<file path="src/rtl/dmem_arb_pkg.sv">
// dmem_arb_pkg -- shared definitions for the dmem arbiter slice.
//   ADDR_W_DEF / DATA_W_DEF   : default dmem address / data widths
//   STARVE_LIMIT_DEF          : default loader starvation threshold
//   CNT_W_DEF                 : default conflict counter width
//   WAIT_W                    : width of the loader wait counter
//   gnt_e                     : one-hot-ish grant encoding (none / P / L)
package dmem_arb_pkg;

  localparam int unsigned ADDR_W_DEF       = 12;
  localparam int unsigned DATA_W_DEF       = 32;
  localparam int unsigned STARVE_LIMIT_DEF = 3;
  localparam int unsigned CNT_W_DEF        = 16;
  localparam int unsigned WAIT_W           = 4;

  typedef enum logic [1:0] {
    GNT_NONE = 2'b00,
    GNT_P    = 2'b01,
    GNT_L    = 2'b10
  } gnt_e;

endpackage

</file>
<file path="src/rtl/arb_starve_counter.sv">
// arb_starve_counter -- counts consecutive cycles the loader has asked for
// dmem without being served, saturating at STARVE_LIMIT.
//   clock       : master clock, rising edge
//   reset       : asynchronous, active-low
//   req         : loader request
//   gnt         : loader granted this cycle
//   force_grant : wait count has reached STARVE_LIMIT; the loader must win
//                 the next contended cycle
module arb_starve_counter
  import dmem_arb_pkg::*;
#(
  parameter int unsigned STARVE_LIMIT = STARVE_LIMIT_DEF
) (
  input  logic clock,
  input  logic reset,
  input  logic req,
  input  logic gnt,
  output logic force_grant
);

  localparam logic [WAIT_W-1:0] LIMIT = WAIT_W'(STARVE_LIMIT);

  logic [WAIT_W-1:0] wait_cnt;

  // NOTE: sequential state is assigned with <= so every flop samples the
  // pre-edge values of its neighbours, independent of statement order.
  always_ff @(posedge clock or negedge reset) begin
    if (!reset) begin
      wait_cnt <= '0;
    end else if (gnt) begin
      wait_cnt <= '0;
    end else if (req) begin
      if (wait_cnt != LIMIT) wait_cnt <= wait_cnt + WAIT_W'(1);
    end else begin
      // Loader withdrew its request; starvation history no longer applies.
      wait_cnt <= '0;
    end
  end

  assign force_grant = (wait_cnt == LIMIT);

endmodule

</file>
<file path="src/rtl/dmem_arbiter.sv">
// dmem_arbiter -- shares the single-port dmem between the processor (P) and
// the loader/debug port (L). P has fixed priority; L is forced through after
// STARVE_LIMIT consecutive denied cycles. dmem runs on the inverted clock, so
// read data appears on mem_q one clock after the granted address.
//   clock, reset                      : master clock / async active-low reset
//   p_req,p_wren,p_addr,p_data        : processor request
//   p_gnt,p_rvalid,p_q,p_stall        : processor grant, read return, stall
//   l_req,l_wren,l_addr,l_data        : loader request
//   l_gnt,l_rvalid,l_q                : loader grant, read return
//   mem_address,mem_data,mem_wren     : to dmem
//   mem_q                             : from dmem
//   conflicts                         : saturating count of contended cycles
module dmem_arbiter
  import dmem_arb_pkg::*;
#(
  parameter int unsigned ADDR_W       = ADDR_W_DEF,
  parameter int unsigned DATA_W       = DATA_W_DEF,
  parameter int unsigned STARVE_LIMIT = STARVE_LIMIT_DEF,
  parameter int unsigned CNT_W        = CNT_W_DEF
) (
  input  logic              clock,
  input  logic              reset,
  input  logic              p_req,
  input  logic              p_wren,
  input  logic [ADDR_W-1:0] p_addr,
  input  logic [DATA_W-1:0] p_data,
  output logic              p_gnt,
  output logic              p_rvalid,
  output logic [DATA_W-1:0] p_q,
  input  logic              l_req,
  input  logic              l_wren,
  input  logic [ADDR_W-1:0] l_addr,
  input  logic [DATA_W-1:0] l_data,
  output logic              l_gnt,
  output logic              l_rvalid,
  output logic [DATA_W-1:0] l_q,
  output logic [ADDR_W-1:0] mem_address,
  output logic [DATA_W-1:0] mem_data,
  output logic              mem_wren,
  input  logic [DATA_W-1:0] mem_q,
  output logic              p_stall,
  output logic [CNT_W-1:0]  conflicts
);

  localparam logic [CNT_W-1:0] CNT_MAX = '1;

  gnt_e gnt_sel;
  logic force_l;

  arb_starve_counter #(
    .STARVE_LIMIT (STARVE_LIMIT)
  ) u_starve (
    .clock       (clock),
    .reset       (reset),
    .req         (l_req),
    .gnt         (l_gnt),
    .force_grant (force_l)
  );

  // Grants are combinational and suppressed while reset is asserted so dmem
  // sees no access during reset.
  // NOTE: every always_comb output gets a default first, so no path leaves
  // it unassigned and no latch is inferred.
  always_comb begin
    gnt_sel = GNT_NONE;
    if (reset) begin
      if (p_req && l_req) gnt_sel = force_l ? GNT_L : GNT_P;
      else if (p_req)     gnt_sel = GNT_P;
      else if (l_req)     gnt_sel = GNT_L;
    end
  end

  assign p_gnt = (gnt_sel == GNT_P);
  assign l_gnt = (gnt_sel == GNT_L);

  // The processor is held in reset too, so the stall is only meaningful
  // once reset is released.
  assign p_stall = reset & p_req & ~p_gnt;

  always_comb begin
    mem_address = '0;
    mem_data    = '0;
    mem_wren    = 1'b0;
    case (gnt_sel)
      GNT_P: begin
        mem_address = p_addr;
        mem_data    = p_data;
        mem_wren    = p_wren;
      end
      GNT_L: begin
        mem_address = l_addr;
        mem_data    = l_data;
        mem_wren    = l_wren;
      end
      default: ;
    endcase
  end

  // Read-valid pipeline and saturating conflict counter. The two rvalids are
  // independent, so alternating back-to-back grants overlap cleanly.
  always_ff @(posedge clock or negedge reset) begin
    if (!reset) begin
      p_rvalid  <= 1'b0;
      l_rvalid  <= 1'b0;
      conflicts <= '0;
    end else begin
      p_rvalid <= p_gnt & ~p_wren;
      l_rvalid <= l_gnt & ~l_wren;
      if (p_req && l_req && conflicts != CNT_MAX)
        conflicts <= conflicts + CNT_W'(1);
    end
  end

  assign p_q = p_rvalid ? mem_q : '0;
  assign l_q = l_rvalid ? mem_q : '0;

endmodule

</file>
<file path="config.mk">
export PLATFORM = sky130hd
export DESIGN_NAME = dmem_arbiter
export DESIGN_NICKNAME = d
export VERILOG_FILES = /design/src/rtl/dmem_arb_pkg.sv /design/src/rtl/arb_starve_counter.sv /design/src/rtl/dmem_arbiter.sv
export SDC_FILE = /design/constraint.sdc
export NUM_CORES = 1
export LEC_CHECK = 0
export ABC_AREA = 1
export CORE_AREA = 2 2 99 101
export DETAILED_ROUTE_END_ITERATION = 8
export DIE_AREA = 0 0 101 103
export HOLD_SLACK_MARGIN = 0.1
export PLACE_DENSITY = 0.84
export SLEW_MARGIN = 20
export SYNTH_ARGS = -nofsm -noshare
export SYNTH_HDL_FRONTEND = slang
export SYNTH_SLANG_ARGS = --single-unit
export TNS_END_PERCENT = 20
</file>
<file path="constraint.sdc">
create_clock -name clock -period 3.5 [get_ports clock]
set_clock_uncertainty 0.15 [all_clocks]
set_input_delay 0.35 -clock clock [delete_from_list [all_inputs] [get_ports clock]]
set_output_delay 0.35 -clock clock [all_outputs]
set_load 0.005 [all_outputs]
</file>
==> metrics.md, run 1 <==
| Metric | Value |
|---|---|
| Capture point of the worst reg-to-reg path | `u_starve.wait_cnt[0]` |
| Number of buffers created by CTS | `3` |
| Hold violation count in the final report | `0` |
| Run status | `complete, no violations` |
| Layout Cells excl Fill | `819` |
| Count of cells along the worst register-to-register path | `8` |
| Y dimension of the die | `103 um` |
| Standard cell with the maximum stage delay on the critical path | `sky130_fd_sc_hd__clkdlybuf4s50_1` |
| Total half-perimeter wirelength after legalization and detailed placement | `10100 um` |
| Netlist area before placement | `2550 um2` |
| Maximum fanout along the worst path | `44` |
| Final antenna-violating net count | `0` |
| Flops & latches, synth | `22` |
| Count of distinct cell types in the synthesized netlist | `25` |
| Worst VDD drop | `0.000171 V` |
| First-pass GRT wire length | `17500 um` |
| Floorplan die area | `10400 um2` |
| Hold_sp | `u_starve.wait_cnt[0]` |
| Category of the critical setup timing path | `in -> out` |
| Cell accounting for the most synthesized area | `sky130_fd_sc_hd__nand2_1` |
| Power Internal | `0.000700 W` |
| Detail-routed via count per cell | `4.56` |
| Number of cells traversed by the worst hold path | `1` |
| Hold Path Sink | `u_starve.wait_cnt[0]` |
| Setup Total Neg Slack | `0 ps` |
| Slew Limit Fails | `0` |
| Antenna violations before repair | `1` |
| Crit share post-route | `90.6%` |
| Critical Path Source Type | `input pin` |
| CP Data Required Time | `3000 ps` |
| Final wirelength | `12400 um` |
| Total power draw | `0.00106 W` |
| Dominant register cell in the synthesized netlist | `sky130_fd_sc_hd__dfrtp_1` |
| TritonCTS clock tree | `yes` |
| Endpoints failing setup | `0` |
| Buffer levels on the longest clock path | `2` |
| Biggest cell delay along the critical path | `560 ps` |
| Post-synth EDFFs | `0` |
| Fraction of registers with async set/reset | `100%` |
| Final net count | `835` |
| Average size of a mapped cell | `5.51 um2` |
| Number of gates given a new drive strength after cts | `0` |
| Worst-Skew Late Latency | `270 ps` |
| Synthesized net count | `594` |
| Synth-to-Final Area Change | `104%` |
| Sequential fraction of the synthesis area | `21.5%` |
| Initial core utilization | `27.0%` |
| Total routing usage reported by global routing | `21.4%` |
| # clock sinks | `22` |
| Total vias in the final route | `3732` |
| Top cells by area in the synthesized netlist | `sky130_fd_sc_hd__nand2_1 31%, sky130_fd_sc_hd__dfrtp_1 22%, sky130_fd_sc_hd__inv_1 12%` |
| Cell chain of the critical path | `clkdlybuf4s50_1, nand2_1, a21oi_4, buf_4, ha_1, nand2_1, a21oi_1, clkdlybuf4s50_1` |
| Number of buffers inserted by port buffering | `255` |
| Pre-Repair DR Iteration Count | `4` |
| Width of the chip | `101 um` |
| Cell class contributing the biggest share of worst-path delay | `buffers and inverters` |
| Worst hold slack | `392 ps` |
| Sequential power share | `33.2%` |
| Setup repair after global routing missed its margin | `false` |
| Static leakage | `2.39 nW` |
| Total number of placement rows | `36` |
| Power density over the cells | `202 nW/um2` |
| Switching power share of the total | `33.8%` |
| Core Area | `9460 um2` |
| DRC violation count after routing | `0` |
| Number of DRC violations after detailed-routing iteration 0 | `230` |
| Share of total power in the clock network | `17.9%` |
| Number of buffers inserted by hold repair at cts | `0` |
| Detailed-route wire length per cell | `15.2 um` |
| CTS Root Cell | `sky130_fd_sc_hd__clkbuf_8` |
| Overflow left after global routing | `0` |
| Final worst slack | `329 ps` |
| Maximum frequency from static timing analysis | `315 MHz` |
| Total number of H-tree levels | `1` |
| Vias in the first global route | `3249` |
| Min Clock Period, post-route | `3170 ps` |
| Worst reg2reg path startpoint | `u_starve.wait_cnt[0]` |
| Instance count of the mapped netlist | `464` |
| Reg clk slew, reported paths | `80 ps` |
| Kind of end point of the critical path | `output port` |
| Dpl cells | `814` |
| Data arrival time of the critical path | `2670 ps` |
| Pin count of the biggest net entering global routing | `46` |
| Switching power | `0.000357 W` |
| Max transition margin | `37.3%` |
| Placer's final routability congestion estimate | `0.853` |
| Setup slack of the most critical reg-to-reg path | `1240 ps` |
| Number of buffers inserted by post-CTS setup repair | `0` |
| Number of maximum-capacitance violations | `0` |
| Portion of synthesized cell area occupied by the leading cell type | `30.6%` |
| Top-level I/O count | `256` |
| Number of warnings reported in the yosys synthesis log | `0` |
| Hold Path Class | `reg -> reg` |
| Portion of total power attributed to combinational logic | `48.8%` |
| Fraction of layout instances using a drive strength above 1 | `5.26%` |
| Crit path buffers/inverters | `3` |
| Worst slack after detailed placement | `179 ps` |
| Slew at the pin with the worst max-slew slack | `941 ps` |
metrics by stage:
| stage | util [%] | cell area, um2 |
|---|---|---|
| after global placement | 54.5 | 5150 |
| after global routing | 55.2 | 5220 |
| after detailed placement | 54.5 | 5150 |
| after floorplan | - | 2550 |
| final | 55.2 | 5220 |
| after CTS | 55.1 | 5210 |
power groups by stage:
stage | sequential (W) | clock [W] | combinational (W)
2_1_floorplan | 0.000334 | 0 | 0.000203
3_3_place_gp | 0.000352 | 0 | 0.000502
3_5_place_dp | 0.000354 | 0 | 0.000512
4_1_cts | 0.000350 | 0.000190 | 0.000516
5_1_grt | 0.000357 | 0.000200 | 0.000563
6_report | 0.000351 | 0.000190 | 0.000516
final cells by class:
class | instances | area, um2
Antenna cell | 1 | 2.50
Clock buffer | 4 | 55.1
Fill cell | 882 | 4240
Inverter | 81 | 304
Multi-Input combinational cell | 338 | 1570
Sequential cell | 22 | 551
Tap cell | 114 | 143
Timing Repair Buffer | 259 | 2590
sequential cells by signal, indices dropped and copies added, names as in the netlist:
register	cells
u_starve.wait_cnt	4
p_rvalid	1
l_rvalid	1
conflicts	16
synth_stat cells (2+ instances only):
cell type and n:
sky130_fd_sc_hd__nand4_1 6, sky130_fd_sc_hd__inv_1 81, sky130_fd_sc_hd__o21ai_0 8, sky130_fd_sc_hd__o21ai_2 5, sky130_fd_sc_hd__a21oi_1 39, sky130_fd_sc_hd__xor2_1 3
sky130_fd_sc_hd__nand3_1 13, sky130_fd_sc_hd__clkbuf_1 14, sky130_fd_sc_hd__a21oi_2 7, sky130_fd_sc_hd__nand2_2 11, sky130_fd_sc_hd__xnor2_1 5, sky130_fd_sc_hd__nand2_1 208
sky130_fd_sc_hd__dfrtp_1 22, sky130_fd_sc_hd__nor2_1 23, sky130_fd_sc_hd__ha_1 4, sky130_fd_sc_hd__nor2_4 2, sky130_fd_sc_hd__buf_6 5
how the worst max path moves through the flow:
stage,startpoint,to,depth (start not counted)
2_1_floorplan,u_starve.wait_cnt[0],mem_address[6],9
3_3_place_gp,l_req,mem_data[16],7
3_5_place_dp,l_req,mem_data[13],7
4_1_cts,u_starve.wait_cnt[0],mem_data[13],7
5_1_grt,u_starve.wait_cnt[0],mem_wren,8
6_report,reset,mem_wren,8
logic make-up (layout without fill, tap and decap cells):
logic type	Yosys count	in the layout	synth area share, %
other	0	1	0
adder cells (fa/ha/maj)	4	4	1.96
buffers and inverters	104	344	17.4
AND/OR/NAND/NOR	266	266	42.4
flip-flops	22	22	21.5
AO/OA/AOI/OAI	60	60	14.0
XOR/XNOR	8	8	2.74
cell usage in the layout, fill, tap and decap left out, drive strengths merged:
cell type / synthesis / layout
clkdlybuf4s50: 0 / 255
nand2: 219 / 219
inv: 81 / 81
a21oi: 47 / 47
nor2: 26 / 26
dfrtp: 22 / 22
nand3: 13 / 13
o21ai: 13 / 13
nand4: 6 / 6
xnor2: 5 / 5
clkbuf: 14 / 4
ha: 4 / 4
buf: 9 / 4
xor2: 3 / 3
diode: 0 / 1
nor3: 1 / 1
nand3b: 1 / 1
worst register-to-register path, delay by kind of cell, from the launching register on:
| kind | cells | cell delay (ps) |
|---|---|---|
| fa+ha+maj | 2 | 570 |
| simple gates | 2 | 260 |
| buf+inv | 2 | 550 |
| compound gates | 2 | 220 |
| flops | 1 | 400 |
layer usage:
layer / up-vias / wire length (um) / track usage, %
li1: 1874 / - / -
met4: 0 / 124 / 3.53
met2: 190 / 5740 / 33.8
met3: 11 / 1400 / 7.12
met5: - / 0 / 0
met1: 1657 / 5150 / 29.1
(Power assumes the default switching activity.)
==> inputs of run 2 (changes only) <==
Settings changed: CORE_AREA 2 2 99 101 to 2 2 100 102, DIE_AREA 0 0 101 103 to 0 0 102 104, PLACE_DENSITY 0.84 to 0.83.
Clock period 3.5 ns to 3.75 ns, I/O delays scaled along.
==> run 2 against run 1 <==
Die area rose by 2.0%. Utilization fell by 0.47 points. Setup slack improved by 82 ps. Count of clock-buffer cells in the layout fell by 1. Cell count rose by 2.4%. Combinational power fell by 7.0%. Non-clock buffer count rose by 3. First-iteration DRC count rose by 19%. Power fell by 9.4%. Sequential power fell by 6.3%.
==> metrics.md, run 2 (synthesized netlist as in run 1, its figures left out) <==
| Metric | Value |
|---|---|
| Number of buffers inserted by hold repair at cts | `0 (unchanged)` |
| Count of cells along the worst register-to-register path | `8 (unchanged)` |
| Number of DRC violations after detailed-routing iteration 0 | `273 (+19%)` |
| Reg clk slew, reported paths | `80 ps (about the same)` |
| Pin count of the biggest net entering global routing | `46 (unchanged)` |
| Maximum fanout along the worst path | `45 (+2.3%)` |
| Vias in the first global route | `3650 (+12%)` |
| Max transition margin | `35.4% (-1.8 points)` |
| Total routing usage reported by global routing | `22.7% (+1.3 points)` |
| First-pass GRT wire length | `19000 um (+9.1%)` |
| Worst-Skew Late Latency | `260 ps (about the same)` |
| Critical Path Source Type | `input pin` |
| Synth-to-Final Area Change | `105% (about the same)` |
| Cell Area, Placed | `5190 um2 (+0.61%)` |
| CTS Root Cell | `sky130_fd_sc_hd__clkbuf_8` |
| Detail-routed via count per cell | `4.57 (+0.36%)` |
| Y dimension of the die | `104 um (+0.97%)` |
| Antenna violations before repair | `0 (-1)` |
| Hold violation count in the final report | `0 (unchanged)` |
| Flip-flop count of the largest register, all copies and words added | `16 (unchanged)` |
| Portion of total power attributed to combinational logic | `50.2% (+1.4 points)` |
| Most flops, register | `conflicts` |
| Slew at the pin with the worst max-slew slack | `968 ps (+27.3 ps)` |
| Number of gates given a new drive strength after cts | `0 (unchanged)` |
| Layout Cells excl Fill | `839 (+2.4%)` |
| Total number of H-tree levels | `1 (unchanged)` |
| Kind of end point of the critical path | `output port` |
| Slew Limit Fails | `0 (unchanged)` |
| Area used by multi-input combinational logic | `1560 um2 (-0.80%)` |
| Number of buffers inserted by post-CTS setup repair | `0 (unchanged)` |
| Final net count | `838 (+0.36%)` |
| Core Area | `9550 um2 (+0.95%)` |
| Final antenna-violating net count | `0 (unchanged)` |
| Crit share post-route | `89.0%` |
| Post-route design area | `5230 um2 (about the same)` |
| Buffer levels on the longest clock path | `2 (unchanged)` |
| CP Data Required Time | `3220 ps (+220 ps)` |
| Switching power share of the total | `34.5% (+0.73 points)` |
| Min Clock Period, post-route | `3340 ps` |
| Share of total power in the clock network | `15.5% (-2.4 points)` |
| Switching power | `0.000331 W (-7.4%)` |
| Largest registers | `conflicts (16), u_starve.wait_cnt (4)` |
| Initial core utilization | `26.8% (-0.25 points)` |
| Worst VDD drop | `0.000152 V (-11%)` |
| Antenna diode instance count | `0 (-1)` |
| Maximum frequency from static timing analysis | `299 MHz` |
| Power density over the cells | `183 nW/um2 (-9.5%)` |
| Run status | `complete, no violations` |
| Floorplan die area | `10600 um2 (+2.0%)` |
| # clock sinks | `22 (unchanged)` |
| Data arrival time of the critical path | `2810 ps (+140 ps)` |
| Detailed-route wire length per cell | `15.1 um (-0.71%)` |
| Final wirelength | `12600 um (+1.7%)` |
| Total number of placement rows | `36 (unchanged)` |
| Dpl cells | `836 (+2.7%)` |
| Hold Path Class | `in -> async` |
| Most used cells in the layout excluding fill and tap cells | `255 x sky130_fd_sc_hd__clkdlybuf4s50_1, 208 x sky130_fd_sc_hd__nand2_1, 81 x sky130_fd_sc_hd__inv_1` |
| Number of buffers created by CTS | `3 (unchanged)` |
| Total half-perimeter wirelength after legalization and detailed placement | `10400 um (+3.1%)` |
| Total vias in the final route | `3837 (+2.8%)` |
| Number of buffers inserted by port buffering | `255 (unchanged)` |
| Category of the critical setup timing path | `in -> out` |
| Final-layout fill cell count | `962 (+9.1%)` |
| Commonest non-fill, non-tap cell in the layout | `sky130_fd_sc_hd__clkdlybuf4s50_1` |
| Width of the chip | `102 um (+0.99%)` |
| Power Internal | `0.000627 W (-10%)` |
| Setup Total Neg Slack | `0 ps (unchanged)` |
| Sequential standard cell area | `551 um2 (unchanged)` |
| Static leakage | `2.40 nW (+0.16%)` |
| Pre-Repair DR Iteration Count | `5 (+1)` |
| Overflow left after global routing | `0 (unchanged)` |
| TritonCTS clock tree | `yes` |
| Placer's final routability congestion estimate | `0.941 (+10%)` |
| Fraction of layout instances using a drive strength above 1 | `5.38% (+0.13 points)` |
| Setup repair after global routing missed its margin | `false` |
| Number of maximum-capacitance violations | `0 (unchanged)` |
| Final worst slack | `411 ps (+82.2 ps)` |
| Sequential power share | `34.3% (+1.1 points)` |
| Worst slack after detailed placement | `465 ps (+286 ps)` |
| Endpoints failing setup | `0 (unchanged)` |
| Top-level I/O count | `256 (unchanged)` |
| DRC violation count after routing | `0 (unchanged)` |
[run 2: changes by cell type in the layout (fill, tap and decap cells not counted)]
| cell | delta |
|---|---|
| sky130_fd_sc_hd__buf_12 | -1 |
| sky130_fd_sc_hd__ha_4 | -1 |
| sky130_fd_sc_hd__clkbuf_8 | -1 |
| sky130_fd_sc_hd__buf_4 | +4 |
| sky130_fd_sc_hd__diode_2 | -1 |
| sky130_fd_sc_hd__ha_1 | +1 |
[run 2: area by class of cell]
class	count	area share, %
clock buffers	3	0.790
inverters	81	5.82
multi-input cells	338	29.8
flip-flops and latches	22	10.5
well taps	133	3.18
repair buffers	262	49.8
[run 2: critical path, cell delays in order]
cell and delay, ps:
sky130_fd_sc_hd__clkdlybuf4s50_1 690, sky130_fd_sc_hd__nand2_1 170, sky130_fd_sc_hd__a21oi_4 170, sky130_fd_sc_hd__inv_1 60, sky130_fd_sc_hd__ha_1 280, sky130_fd_sc_hd__buf_4 290, sky130_fd_sc_hd__a21oi_1 210, sky130_fd_sc_hd__clkdlybuf4s50_1 550
[run 2: path summary, 6_finish.rpt]
| path | from | to | slack [ps] |
|---|---|---|---|
| min reg2reg | u_starve.wait_cnt[1] | u_starve.wait_cnt[1] | 390 |
| min in group clock | u_starve.wait_cnt[1] | u_starve.wait_cnt[1] | 390 |
| max | reset | mem_data[6] | 410 |
| min | reset | u_starve.wait_cnt[3] | 230 |
| max reg2reg | u_starve.wait_cnt[0] | u_starve.wait_cnt[0] | 1670 |
| max in group asynchronous | reset | p_rvalid | 2640 |
[run 2: power by group through the flow]
stage               sequential (W)  clock, W  combinational (W)
detailed placement        0.000331         0           0.000480
finish                    0.000329  0.000149           0.000480
CTS                       0.000326  0.000149           0.000484
global placement          0.000328         0           0.000470
floorplan                 0.000311         0           0.000189
global route              0.000334  0.000165           0.000524
[run 2: per-layer routing]
metal / global-route usage (%) / vias to the layer above / share of wire, %
met2: 36.5 / 223 / 46
met3: 7.19 / 24 / 11
met4: 5.43 / 0 / 2.0
li1: - / 1875 / -
met5: 0 / - / 0
met1: 29.3 / 1715 / 41
[run 2: per-stage QoR]
step | hold WS (ps) | utilization [%] | total power (W)
floorplan | -70.6 | - | 0.000501
global placement | 347 | 54.3 | 0.000798
detailed placement | 379 | 54.3 | 0.000811
CTS | 224 | 54.7 | 0.000959
global route | 232 | 54.7 | 0.00102
finish | 232 | 54.7 | 0.000958
==> variant 1: new RTL, settings of run 2 <==
Set the package constant `WAIT_W` to 6 (it was 4).
--- a/src/rtl/dmem_arb_pkg.sv
+++ b/src/rtl/dmem_arb_pkg.sv
@@ -12,3 +12,3 @@
   localparam int unsigned CNT_W_DEF        = 16;
-  localparam int unsigned WAIT_W           = 4;
+  localparam int unsigned WAIT_W           = 6;
 
Behaviour: same outputs for any inputs over 10 cycles, from zero or initial values and one cycle with reset low; that may be too few to reach the edited logic, so the function may still have changed.
==> variant 1 against run 2 <==
  * Final area grew 2.3%
  * Synthesized cell count grew 3.9%
  * Die area is the same
  * Total power grew 3.7%
  * Non-clock buffer count grew 1
  * Clock power grew 56%
  * Fmax is essentially flat
  * First-iteration DRC count shrank 1.5%
  * Area after synthesis grew 2.7%
  * Register-to-register slack lost 290 ps
  * Largest cell class unchanged
  * Count of clock-buffer cells in the layout is the same
  * Sequential cell count grew 2
  * Wire length grew 3.4%
  * Worst setup slack lost 2.0 ps
==> variant 1: results (changes against run 2) <==
| Metric | Value |
|---|---|
| Worst-path fanout max | 39 (was 45) |
| Reg-to-reg setup timing slack | 1380 ps (was 1670 ps) |
| Crit-path leading delay family | buffers and inverters (unchanged) |
| DRT iter0 DRCs | 269 (was 273) |
| Layout clock area frac | 0.0133 (was 0.00790) |
| Status | complete, no violations (unchanged) |
| Synth Area per Inst | 5.45 um^2 (was 5.51 um^2) |
| Fill cells | 879 (was 962) |
| Highest cell delay on the worst timing path | 540 ps (was 690 ps) |
| Largest cells by area after synthesis | nand2_1, dfrtp_1, inv_1 (unchanged) |
| CP Data Arrival Time | 2820 ps (was 2810 ps) |
| # resized after CTS | 0 (unchanged) |
| Multi-input logic portion of the cell area | 0.293 (was 0.298) |
| Initial antenna violation count | 2 (was 0) |
| Syn_nets | 612 (was 594) |
| Hpwl dp | 10700 um (was 10400 um) |
| Relative slew slack | 0.362 (was 0.354) |
| Layout cells sized above 1 | 0.0304 (was 0.0538) |
| Post-synthesis compound-gate area fraction | 0.107 (was 0.140) |
| Total number of vias | 3974 (was 3837) |
| Setup Fix Bufs, Post-CTS | 0 (unchanged) |
| Reg2Reg Depth | 11 (was 8) |
| R2r endpoint | u_starve.wait_cnt[0] (unchanged) |
| Post-layout nets | 854 (was 838) |
| Lkg Pwr | 2.47 nW (was 2.40 nW) |
| Most instantiated cells after synthesis | nand2_1, inv_1, nand3_1 (was nand2_1, inv_1, a21oi_1) |
| Antenna cells | 1 (was 0) |
| Worst vdd ir | 0.138 mV (was 0.152 mV) |
| First-pass GRT wire length | 19200 um (was 19000 um) |
| Sequential share of the synthesized area | 0.229 (was 0.215) |
| Root buf cell | clkbuf_8 (unchanged) |
| Clock buf count | 3 (unchanged) |
| TritonCTS buffer count | 3 (unchanged) |
| Biggest regs | conflicts: 16 flops, u_starve.wait_cnt: 6 flops (was conflicts: 16 flops, u_starve.wait_cnt: 4 flops) |
| Number of global-route vias before repair | 3726 (was 3650) |
| Post-synthesis adder-cell area fraction | 0.0191 (was 0.0196) |
| Non-clk bufs | 263 (was 262) |
| All-Layer GR Usage | 0.227 (about the same) |
| Routing usage on met3 | 0.0706 (was 0.0719) |
| Routed Wire Length | 13100 um (was 12600 um) |
| GPL Wtd Cong | 0.898 (was 0.941) |
| Data buffer area share | 0.488 (was 0.498) |
| Met1 usage | 0.294 (was 0.293) |
| Sequential portion of the cell area | 0.112 (was 0.105) |
| Worst path slowest cell | clkdlybuf4s50_1 (unchanged) |
| Met2 Use GR | 0.370 (was 0.365) |
| Post-synthesis cell type count | 23 (was 25) |
| Vias per inst | 4.64 (was 4.57) |
| Xor-xnor portion of the synthesized cell area | 0.0367 (was 0.0274) |
| Ys flop type | dfrtp_1 (unchanged) |
| Multi-In Gates | 345 (was 338) |
| Clk sink count | 24 (was 22) |
| Pin count of the biggest net entering global routing | 46 (unchanged) |
| Invs w/o clock | 87 (was 81) |
==> variant 1: changes by cell type after synthesis, sizes merged, moves of 2 or more <==
cell / change
nand3: +41
nand2: -31
inv: +5
o21ai: -5
xnor2: +4
buf: +3
dfrtp: +2
==> variant 1: how the worst max path moves through the flow <==
stage / from / to / slack, ps / depth (start not counted)
3_3_place_gp: reset / mem_data[22] / 520 / 9
2_1_floorplan: u_starve.wait_cnt[0] / mem_address[5] / 1130 / 10
4_1_cts: u_starve.wait_cnt[0] / mem_data[22] / 440 / 9
5_1_grt: u_starve.wait_cnt[0] / mem_data[22] / 220 / 9
6_report: u_starve.wait_cnt[0] / mem_data[22] / 410 / 9
3_5_place_dp: reset / mem_data[22] / 470 / 9
==> variant 1: stage by stage <==
stage / worst slack, ps / util / total power [W] / hold WS (ps) / instance area (um^2)
6_report: 409 / 0.560 / 0.000993 / 360 / 5350
5_1_grt: 224 / 0.560 / 0.00105 / 376 / 5350
4_1_cts: 438 / 0.560 / 0.000992 / 363 / 5350
3_3_place_gp: 519 / 0.552 / 0.000753 / 339 / 5280
3_5_place_dp: 467 / 0.552 / 0.000763 / 374 / 5280
2_1_floorplan: 1130 / - / 0.000471 / -70.6 / 2630
==> variant 1: power by group <==
part | switching (W) | total [W] | internal (W)
Clock | 0.0000905 | 0.000233 | 0.000143
Sequential | 0.0000411 | 0.000323 | 0.000282
Combinational | 0.000176 | 0.000437 | 0.000260
Total | 0.000308 | 0.000993 | 0.000685
==> variant 1: metal layers <==
metal,share of wire,wire length [um],up-vias
met5,0.0010,13,-
met4,0.016,206,2
met3,0.11,1440,27
met2,0.46,5960,212
met1,0.42,5440,1778
li1,-,-,1955
==> variant 2: new RTL, config.mk and constraints of run 2 <==
Made on the original files. Reset style: synchronous (`reset`), changed in 2 clocked blocks. Comments in the files are not updated.
--- a/src/rtl/arb_starve_counter.sv
+++ b/src/rtl/arb_starve_counter.sv
@@ -26,3 +26,3 @@
   // pre-edge values of its neighbours, independent of statement order.
-  always_ff @(posedge clock or negedge reset) begin
+  always_ff @(posedge clock) begin
     if (!reset) begin
--- a/src/rtl/dmem_arbiter.sv
+++ b/src/rtl/dmem_arbiter.sv
@@ -100,3 +100,3 @@
   // independent, so alternating back-to-back grants overlap cleanly.
-  always_ff @(posedge clock or negedge reset) begin
+  always_ff @(posedge clock) begin
     if (!reset) begin
Check against the original RTL: differs if reset is asserted again (counterexample within 4 cycles, from zero or initial values and one cycle with reset low); with reset held inactive, the same outputs for 10 cycles.
==> variant 2 against run 2 <==
  * First-iteration DRC count fell by 50%
  * Final area fell by 1.4%
  * Total power fell by 26%
  * Synthesized cell count rose by 4.1%
  * Worst setup slack improved by 75 ps
  * Hold slack improved by 120 ps
  * Sequential cell count did not move
  * Register-to-register slack improved by 120 ps
  * Combinational power fell by 40%
  * Area after synthesis fell by 4.0%
  * Wire length fell by 12%
  * Largest power group unchanged
==> variant 2: results (changes against run 2) <==
| Metric | Value |
|---|---|
| Status | complete, no violations (unchanged) |
| DP Worst Slack | 507 ps (was 465 ps) |
| Routed WL per cell | 13.0 um (was 15.1 um) |
| Sequential share of the synthesized area | 0.180 (was 0.215) |
| Total number of vias | 3656 (was 3837) |
| CP Data Arrival Time | 2740 ps (was 2810 ps) |
| Antenna cells | 0 (unchanged) |
| Synth async-reset ratio | 0 (was 1.00) |
| GPL Wtd Cong | 0.894 (was 0.941) |
| Number of global-route vias before repair | 3243 (was 3650) |
| Worst min path class | reg2reg (was in2async) |
| Syn_nets | 613 (was 594) |
| Top-area cell type share of the netlist area | 0.303 (was 0.306) |
| Worst slew pin tran | 1040 ps (was 968 ps) |
| Most instantiated cells after synthesis | nand2_1, inv_1, a21oi_1 (unchanged) |
| Reg2reg start | conflicts[0] (was u_starve.wait_cnt[0]) |
| Pre-antenna DRT Iters | 4 (was 5) |
| Reg-to-reg setup timing slack | 1790 ps (was 1670 ps) |
| R2r endpoint | conflicts[10] (was u_starve.wait_cnt[0]) |
| Worst vdd ir | 0.119 mV (was 0.152 mV) |
| First-pass GRT wire length | 16400 um (was 19000 um) |
| Reg2Reg Depth | 6 (was 8) |
| DRT iter0 DRCs | 137 (was 273) |
| Lkg Pwr | 2.34 nW (was 2.40 nW) |
| Post-layout nets | 855 (was 838) |
| Largest cells by area after synthesis | nand2_1, dfxtp_1, inv_1 (was nand2_1, dfrtp_1, inv_1) |
| Post-synthesis cell type count | 27 (was 25) |
| All-Layer GR Usage | 0.194 (was 0.227) |
| Hpwl dp | 9150 um (was 10400 um) |
| Fill cells | 951 (was 962) |
| Ys flop type | dfxtp_1 (was dfrtp_1) |
| Placed inst area | 5100 um^2 (was 5190 um^2) |
variant 2: stage by stage:
stage | utilization | cells | power (W)
2_1_floorplan | - | 483 | 0.000323
3_3_place_gp | 0.534 | 853 | 0.000532
3_5_place_dp | 0.534 | 853 | 0.000533
4_1_cts | 0.540 | 857 | 0.000709
5_1_grt | 0.540 | 857 | 0.000742
6_report | 0.540 | 857 | 0.000705
variant 2: logic make-up (layout without fill, tap and decap cells):
logic type | count (synthesis) | count (layout) | synth area share
AND/OR/NAND/NOR | 282 | 282 | 0.483
buffers and inverters | 112 | 353 | 0.183
AO/OA/AOI/OAI | 59 | 59 | 0.120
flip-flops | 22 | 22 | 0.179
adder cells (fa/ha/maj) | 4 | 4 | 0.0204
XOR/XNOR | 4 | 4 | 0.0143
variant 2: worst max-delay path, cell delays in order:
cell	delay [ps]
clkdlybuf4s50_1	420
buf_4	200
nand2_1	90
inv_1	40
nand2_1	110
ha_2	220
buf_4	390
nand2_1	100
a21oi_1	210
clkdlybuf4s50_1	540
variant 2: worst max path at each step:
stage / depth (start not counted) / start / slack (ps) / end
2_1_floorplan: 8 / u_starve.wait_cnt[0] / 1440 / mem_address[0]
3_3_place_gp: 10 / reset / 510 / mem_data[21]
3_5_place_dp: 10 / reset / 510 / mem_data[21]
4_1_cts: 10 / reset / 490 / mem_data[21]
5_1_grt: 10 / reset / 330 / mem_data[4]
6_report: 10 / reset / 490 / mem_data[21]
variant 2: power by group:
group,leakage (nW),total (W),switching [W],internal (W)
sequential,0.178,0.000242,0.00000586,0.000236
combinational,2.13,0.000286,0.000102,0.000184
clock,0.0288,0.000177,0.0000833,0.0000938
total,2.34,0.000705,0.000191,0.000514
variant 2: area by class of cell:
cell class | instances | share of cell area
multi-input combinational | 349 | 0.304
sequential | 22 | 0.0854
timing repair buffer | 260 | 0.502
clock buffer | 4 | 0.0107
inverter | 89 | 0.0650
tap | 133 | 0.0323
variant 2: routing by layer:
| metal | wire [um] | up-vias | track usage | part of all wire |
|---|---|---|---|---|
| met2 | 5150 | 162 | 0.328 | 0.46 |
| li1 | - | 1928 | - | - |
| met5 | 0 | - | 0 | 0 |
| met3 | 1260 | 14 | 0.0685 | 0.11 |
| met4 | 166 | 0 | 0.0495 | 0.015 |
| met1 | 4530 | 1552 | 0.232 | 0.41 |
